`config.mk`:
```
export PLATFORM = sky130hd
export DESIGN_NAME = nibble_serial_add_ctrl
export DESIGN_NICKNAME = d
export VERILOG_FILES = /design/src/rtl/nibble_serial_add_ctrl.sv
export SDC_FILE = /design/constraint.sdc
export NUM_CORES = 1
export LEC_CHECK = 0
export CAP_MARGIN = 40
export CORE_MARGIN = 4
export CORE_UTILIZATION = 30
export DETAILED_ROUTE_END_ITERATION = 16
export MAX_ROUTING_LAYER = met4
export PLACE_DENSITY_LB_ADDON = 0.3
export SLEW_MARGIN = 30
export SYNTH_ARGS = -nofsm -noshare
export SYNTH_HDL_FRONTEND = slang
export SYNTH_SLANG_ARGS = --single-unit
```
`constraint.sdc`:
```
create_clock -name clk -period 3.8 [get_ports clk]
set_clock_uncertainty 0.1 [all_clocks]
set_input_delay 0.76 -clock clk [delete_from_list [all_inputs] [get_ports clk]]
set_output_delay 0.76 -clock clk [all_outputs]
set_load 0.005 [all_outputs]
```
`src/rtl/nibble_serial_add_ctrl.sv`:
```
// nibble_serial_add_ctrl: performs a 4*NIBBLES-bit addition one nibble per
// clock through an external 4-bit ripple-carry adder (add_* ports).
// The carry is held in a register between nibbles, and done pulses once
// the full sum is ready.
// Optional: define OVERFLOW_DETECT_EN to add signed-overflow detection on
// ovf. When it is not defined, ovf is tied low.
module nibble_serial_add_ctrl #(
    parameter  int unsigned NIBBLES = 4,
    localparam int unsigned W       = 4 * NIBBLES
) (
    input  logic         clk,
    input  logic         rst_n,
    input  logic         start,
    input  logic [W-1:0] a,
    input  logic [W-1:0] b,
    input  logic         cin,
    output logic [3:0]   add_x,
    output logic [3:0]   add_y,
    output logic         add_cin,
    input  logic [3:0]   add_z,
    input  logic         add_cout,
    output logic [W-1:0] sum,
    output logic         cout,
    output logic         ovf,
    output logic         busy,
    output logic         done
);

    localparam int unsigned IDX_W = $clog2(NIBBLES);
    localparam logic [IDX_W-1:0] LAST_IDX = IDX_W'(NIBBLES - 1);

    typedef enum logic [1:0] {
        S_IDLE = 2'd0,
        S_RUN  = 2'd1,
        S_DONE = 2'd2
    } state_e;

    state_e           state_q;
    logic [W-1:0]     a_q;
    logic [W-1:0]     b_q;
    logic [W-1:0]     sum_q;
    logic [W-1:0]     sum_d;
    logic [IDX_W-1:0] idx_q;
    logic             carry_q;
    logic             cout_q;
    logic             busy_q;
    logic             done_q;
    logic [3:0]       nib_a;
    logic [3:0]       nib_b;

    // Select the operand nibbles for the current slice, and merge the adder result into the sum.
    always_comb begin
        nib_a = 4'h0;
        nib_b = 4'h0;
        sum_d = sum_q;
        for (int unsigned i = 0; i < NIBBLES; i++) begin
            if (idx_q == IDX_W'(i)) begin
                nib_a             = a_q[4*i +: 4];
                nib_b             = b_q[4*i +: 4];
                sum_d[4*i +: 4]   = add_z;
            end
        end
    end

    // Drive the adder only while running; keep its inputs quiet otherwise.
    always_comb begin
        add_x   = 4'h0;
        add_y   = 4'h0;
        add_cin = 1'b0;
        if (state_q == S_RUN) begin
            add_x   = nib_a;
            add_y   = nib_b;
            add_cin = carry_q;
        end
    end

`ifdef OVERFLOW_DETECT_EN
    logic ovf_q;
`endif

    // Sequencer: capture operands, step through the nibbles, then pulse done.
    always_ff @(posedge clk or negedge rst_n) begin
        if (!rst_n) begin
            state_q <= S_IDLE;
            a_q     <= '0;
            b_q     <= '0;
            sum_q   <= '0;
            idx_q   <= '0;
            carry_q <= 1'b0;
            cout_q  <= 1'b0;
            busy_q  <= 1'b0;
            done_q  <= 1'b0;
`ifdef OVERFLOW_DETECT_EN
            ovf_q   <= 1'b0;
`endif
        end else begin
            done_q <= 1'b0;
            case (state_q)
                S_IDLE: begin
                    if (start) begin
                        a_q     <= a;
                        b_q     <= b;
                        carry_q <= cin;
                        idx_q   <= '0;
                        sum_q   <= '0;
                        cout_q  <= 1'b0;
                        busy_q  <= 1'b1;
`ifdef OVERFLOW_DETECT_EN
                        ovf_q   <= 1'b0;
`endif
                        state_q <= S_RUN;
                    end
                end
                S_RUN: begin
                    sum_q   <= sum_d;
                    carry_q <= add_cout;
                    if (idx_q == LAST_IDX) begin
                        idx_q   <= '0;
                        cout_q  <= add_cout;
                        done_q  <= 1'b1;
`ifdef OVERFLOW_DETECT_EN
                        ovf_q   <= (a_q[W-1] == b_q[W-1]) && (add_z[3] != a_q[W-1]);
`endif
                        state_q <= S_DONE;
                    end else begin
                        idx_q <= idx_q + IDX_W'(1);
                    end
                end
                S_DONE: begin
                    busy_q  <= 1'b0;
                    state_q <= S_IDLE;
                end
                default: begin
                    busy_q  <= 1'b0;
                    state_q <= S_IDLE;
                end
            endcase
        end
    end

    assign sum  = sum_q;
    assign cout = cout_q;
    assign busy = busy_q;
    assign done = done_q;
`ifdef OVERFLOW_DETECT_EN
    assign ovf  = ovf_q;
`else
    assign ovf  = 1'b0;
`endif

endmodule

```
Word-level counts from Yosys, hierarchy flattened
Cells that the tools add are included.

Bits in registers: 56. Input bits: 41. Output and inout bits: 29.

Add/sub/neg operators: 1. Equal/unequal tests: 9. Muxes and demuxes: 32. Bitwise operators: 1. Reduce and logical (&&, ||, !) cells: 11.

Operators by type and width (count): 4-bit 2-to-1 mux (14); 16-bit one-hot mux with 2 select lines (1); 16-bit 2-to-1 mux (1); 3-bit AND reduction (4); 2-bit inequality test, second input constant (5); 2-bit 2-to-1 mux (4); 2-bit one-hot mux with 2 select lines (2); 2-bit AND reduction (4); 1-bit 2-to-1 mux (7); 1-bit one-hot mux with 2 select lines (3); 2-bit by 1-bit equality test with 1-bit output, second input constant (2); 2-bit equality test, second input constant (2); 2-bit logical NOT (2); 2-bit by 1-bit adder with 2-bit output, second input constant (1); 2-bit nonzero test (1); 1-bit inverter (1).

Logic depth before layout (Yosys ltp)
Depth after elaboration: 6. Depth in mapped cells: 7. Gate-level depth less buffers: 5.

Least setup slack after synthesis
No wires, ideal clock.

Path type: reg-to-output. Start point: register idx_q[0]. End point: output port add_x[0]. Arrival time: 1.461 ns. Required time: 2.940 ns. Slack: 1.479 ns. Cell stages (with the launch flop): 8. Cell sequence: dfrtp_1 -> inv_1 -> ha_1 -> buf_4 -> nor2b_1 -> buf_2 -> a221oi_1 -> o41ai_1.

Cells in the longest elaborated chain, start to end: 6. Elaborated cells on any way between the ends: 9. Classes of those cells: eq/ne: 3; mux: 5; reduce/logical: 1.

RTL lines: start, declared (RTL line 43) `logic [IDX_W-1:0] idx_q;`; start signal, assigned (RTL line 126) `idx_q <= idx_q + IDX_W'(1);`; 2-bit logical NOT (RTL line 57) `if (idx_q == IDX_W'(i)) begin`; 4-bit 2-to-1 mux (3 in series) (RTL line 57); 4-bit 2-to-1 mux * (RTL line 57); 4-bit 2-to-1 mux * (RTL line 70) `if (state_q == S_RUN) begin`; end, declared (RTL line 17) `output logic [3:0] add_x,`.

Every way passes the cells marked *; elsewhere a longest branch is shown, timed or not.

Worst setup path in the final report
Start point: register idx_q[0]. End point: output port add_x[1].

Same word-level chain as after synthesis.

==> impl_metrics.xml <==
<?xml version="1.0" encoding="UTF-8"?>
<metrics>
  <group name="min_path">
    <metric name="hp-class" unit="">input port to async pin</metric>
  </group>
  <group name="yosys">
    <metric name="syn-cell-area" unit="um2">2610</metric>
    <metric name="synth_async_sr_flop_share" unit="">1.00</metric>
    <metric name="synth-edff-count" unit="">0</metric>
    <metric name="synth-seq-area-share" unit="">0.536</metric>
    <metric name="ys.flop_type" unit="">dfrtp_1</metric>
    <metric name="total_of_warnings_raised_by_yosys" unit="">0</metric>
    <metric name="avgSynthCellArea" unit="um2">12.2</metric>
    <metric name="synth_nets" unit="">260</metric>
    <metric name="postSynthCellCount" unit="">215</metric>
    <metric name="post_synth_num_cell_types" unit="">29</metric>
    <metric name="yosys_register_bits" unit="">56</metric>
  </group>
  <group name="setup_path">
    <metric name="worst_ep_required_time" unit="ns">2.94</metric>
    <metric name="timing.critical_path.fanout_max" unit="">21</metric>
    <metric name="cpPeakStageDelay" unit="ns">0.63</metric>
    <metric name="worstSetupStartpointType" unit="">flip-flop</metric>
    <metric name="crit_path_arrival_time" unit="ns">2.62</metric>
    <metric name="rr_worst_depth" unit="">4</metric>
    <metric name="criticalPathCategory" unit="">flip-flop to output port</metric>
    <metric name="worstPathCellList" unit="">inv_1 &gt; ha_1 &gt; a221oi_1 &gt; o41ai_1 &gt; clkdlybuf4s50_1</metric>
    <metric name="r2r-end" unit="">sum[10]</metric>
    <metric name="timing.rr.start" unit="">idx_q[0]</metric>
    <metric name="slowest_stage" unit="">ha_1</metric>
    <metric name="worst-r2r-setup-slack" unit="ns">1.85</metric>
    <metric name="end_kind" unit="">output port</metric>
  </group>
  <group name="floorplanning">
    <metric name="floorplan.rows" unit="">33</metric>
    <metric name="fp.dieArea" unit="um2">10300</metric>
    <metric name="boundaryPins" unit="">70</metric>
    <metric name="chipHeight" unit="um">101</metric>
    <metric name="initial_util" unit="">0.313</metric>
    <metric name="core_area" unit="um2">8340</metric>
    <metric name="floorplan.die.width" unit="um">101</metric>
  </group>
  <group name="sta">
    <metric name="post-route-min-period" unit="ns">3.48</metric>
    <metric name="grt_setup_unrepaired" unit="">no</metric>
    <metric name="final_max_slew_viol_count" unit="">0</metric>
    <metric name="final.period_utilization" unit="">0.915</metric>
    <metric name="finalSetupViolCount" unit="">0</metric>
    <metric name="max_freq" unit="MHz">288</metric>
    <metric name="fin_tns_setup" unit="ns">0</metric>
    <metric name="max-slew-margin-rel" unit="">0.511</metric>
    <metric name="tightest_slew" unit="ns">0.733</metric>
    <metric name="timing.final.ws_setup" unit="ns">0.324</metric>
    <metric name="finalHoldViolations" unit="">0</metric>
  </group>
  <group name="global_route">
    <metric name="grt.busiest_layer" unit="">met2</metric>
    <metric name="grt_util_all_layers" unit="">0.131</metric>
    <metric name="grt_use_met3" unit="">0.0289</metric>
    <metric name="grt.met1_usage" unit="">0.181</metric>
    <metric name="grt_antenna_before_repair" unit="">0</metric>
    <metric name="first_global_vias" unit="">1984</metric>
    <metric name="grt_use_met2" unit="">0.195</metric>
    <metric name="overflow" unit="">0</metric>
    <metric name="grt_max_degree" unit="">48</metric>
    <metric name="grt_pass1_wl" unit="um">10100</metric>
  </group>
  <group name="pwr">
    <metric name="cellLeakagePower" unit="nW">1.40</metric>
    <metric name="pwr_density_cell" unit="nW/um2">772</metric>
    <metric name="power.ir.vdd_worst" unit="uV">334</metric>
  </group>
  <group name="finish">
    <metric name="count_of_antenna_diodes_in_the_layout" unit="">0</metric>
    <metric name="areaGrowthSynthToFinish" unit="%">33.7</metric>
    <metric name="finalInstanceArea" unit="um2">3490</metric>
    <metric name="final_layout_size_suffix_gt1_frac" unit="">0.168</metric>
    <metric name="nNetsFinal" unit="">325</metric>
  </group>
  <group name="clock_tree">
    <metric name="number_of_clock_sinks_seen_by_cts" unit="">56</metric>
    <metric name="ctsHtreeMaxLevel" unit="">2</metric>
    <metric name="cts_root_buf" unit="">clkbuf_8</metric>
    <metric name="worst_setup_hold_path_clk_slew" unit="ns">0.10</metric>
    <metric name="tritoncts_clock_tree" unit="">done</metric>
    <metric name="clk-insertion-delay-late" unit="ns">0.31</metric>
    <metric name="cts_max_path_buffers" unit="">2</metric>
    <metric name="cts_buffers" unit="">5</metric>
  </group>
  <group name="placement">
    <metric name="dpl-instance-area" unit="um2">3390</metric>
    <metric name="routabilityCongestion" unit="">0.785</metric>
    <metric name="place.detailed.hpwl" unit="um">4550</metric>
    <metric name="detailedPlace.worstSlack" unit="ns">0.488</metric>
    <metric name="port_buffers" unit="">68</metric>
  </group>
  <group name="detailed_routing">
    <metric name="detailedRoute.firstPassIterationCount" unit="">4</metric>
    <metric name="drc" unit="">0</metric>
    <metric name="via_count" unit="">1970</metric>
    <metric name="vias_per_cell" unit="">5.13</metric>
    <metric name="wirelength" unit="um">6310</metric>
    <metric name="detailedRoute.firstIterationViolations" unit="">80</metric>
    <metric name="avgRoutedWirePerCell" unit="um">16.4</metric>
    <metric name="ant_nets" unit="">0</metric>
  </group>
  <group name="run_status">
    <metric name="outcome" unit="">complete, no violations</metric>
  </group>
  <group name="job">
    <metric name="drv.max_cap_violation_count" unit="">0</metric>
  </group>
</metrics>
[timing repair]
item                       4_1_cts  5_1_grt
setup buffers                    0        0
hold endpoints to repair         0        0
setup endpoints to repair        0        1
resized for setup                0        1
hold buffers                     0        0
[logic make-up (layout without fill, tap and decap cells)]
logic type	Yosys count	in the layout	synth area share
adders and majority gates	4	4	0.0192
other	1	1	0.00144
and+or+nand+nor	44	44	0.0920
DFF	56	56	0.536
AOI/OAI and AO/OA	44	44	0.120
muxes	44	44	0.184
buffers and inverters	22	86	0.0469
[synthesized netlist by cell type (4+ instances only)]
cell / number / area [um2]
o41ai_1: 7 / 61.3
mux2_2: 30 / 338
nor2b_1: 15 / 93.8
o21ai_0: 14 / 70.1
nand3_1: 7 / 35.0
inv_1: 4 / 15.0
dfrtp_1: 56 / 1400
buf_2: 8 / 40.0
clkbuf_1: 5 / 18.8
nand2_1: 15 / 56.3
a221oi_1: 7 / 61.3
a32o_1: 5 / 50.1
mux2i_1: 12 / 120
ha_1: 4 / 50.1
[sequential cells by signal (all words and copies together) (netlist names)]
signal	count
idx_q	2
sum	16
done	1
busy	1
state_q	2
cout	1
a_q	16
b_q	16
carry_q	1
[per-stage QoR]
stage          hold slack (ns)   util  std cells  power, W
4_1_cts                  0.378  0.418        384   0.00274
6_report                 0.345  0.419        384   0.00270
5_1_grt                  0.403  0.419        384   0.00290
3_5_place_dp             0.376  0.407        378   0.00235
3_3_place_gp             0.365  0.405        377   0.00231
2_1_floorplan            0.359      -        215   0.00179
[worst max-delay path, delay by kind of cell, from the launching register on]
family	cells	cell delay, ns
compound gates	2	0.54
fa+ha+maj	1	0.63
buf+inv	2	0.68
flops	1	0.44
[routing by layer]
layer / vias to the layer above / routed length (um)
li1: 901 / -
met3: 7 / 384
met4: 0 / 59
met5: - / 0
met2: 70 / 2930
met1: 992 / 2930
[power breakdown]
group          switching, W  leakage (nW)  internal, W
Sequential         0.000175         0.684     0.000868
Combinational      0.000550         0.668     0.000729
Clock              0.000185        0.0501     0.000190
[cells in the final DEF (no fill, tap or decap)]
master and n:
a21o_1 1, a21oi_1 3, a221oi_1 7, a22o_1 1, a31oi_1 1, a32o_1 5
and2_1 3, buf_12 1, buf_4 7, buf_6 1, bufinv_16 1, clkbuf_8 5
clkdlybuf4s50_1 67, conb_1 1, dfrtp_1 56, ha_1 4, inv_1 4, mux2_1 2
mux2_2 30, mux2i_1 12, nand2_1 15, nand2b_1 2, nand3_1 7, nor2b_1 14
nor2b_2 1, nor3_1 1, nor3b_4 1, o21ai_0 14, o21bai_1 1, o22ai_1 3
o31ai_1 1, o41ai_1 7
[final cells by class]
cell class / instances / area, um2
clock buffers: 5 / 68.8
clock inverters: 1 / 30.0
fillers: 821 / 4850
inverters: 4 / 15.0
multi-input cells: 137 / 1090
flip-flops and latches: 56 / 1400
well taps: 105 / 131
repair buffers: 76 / 754
[how the worst max path moves through the flow]
stage,from,end,slack [ns],cells past startpoint
floorplan,idx_q[0],add_x[0],1.48,7
global placement,idx_q[0],add_x[1],0.57,6
detailed placement,idx_q[0],add_x[0],0.49,6
CTS,idx_q[0],add_x[1],0.12,6
global route,idx_q[0],add_y[3],0.17,5
finish,idx_q[0],add_x[1],0.32,5
Note: power is estimated with default switching activity, not from simulation.
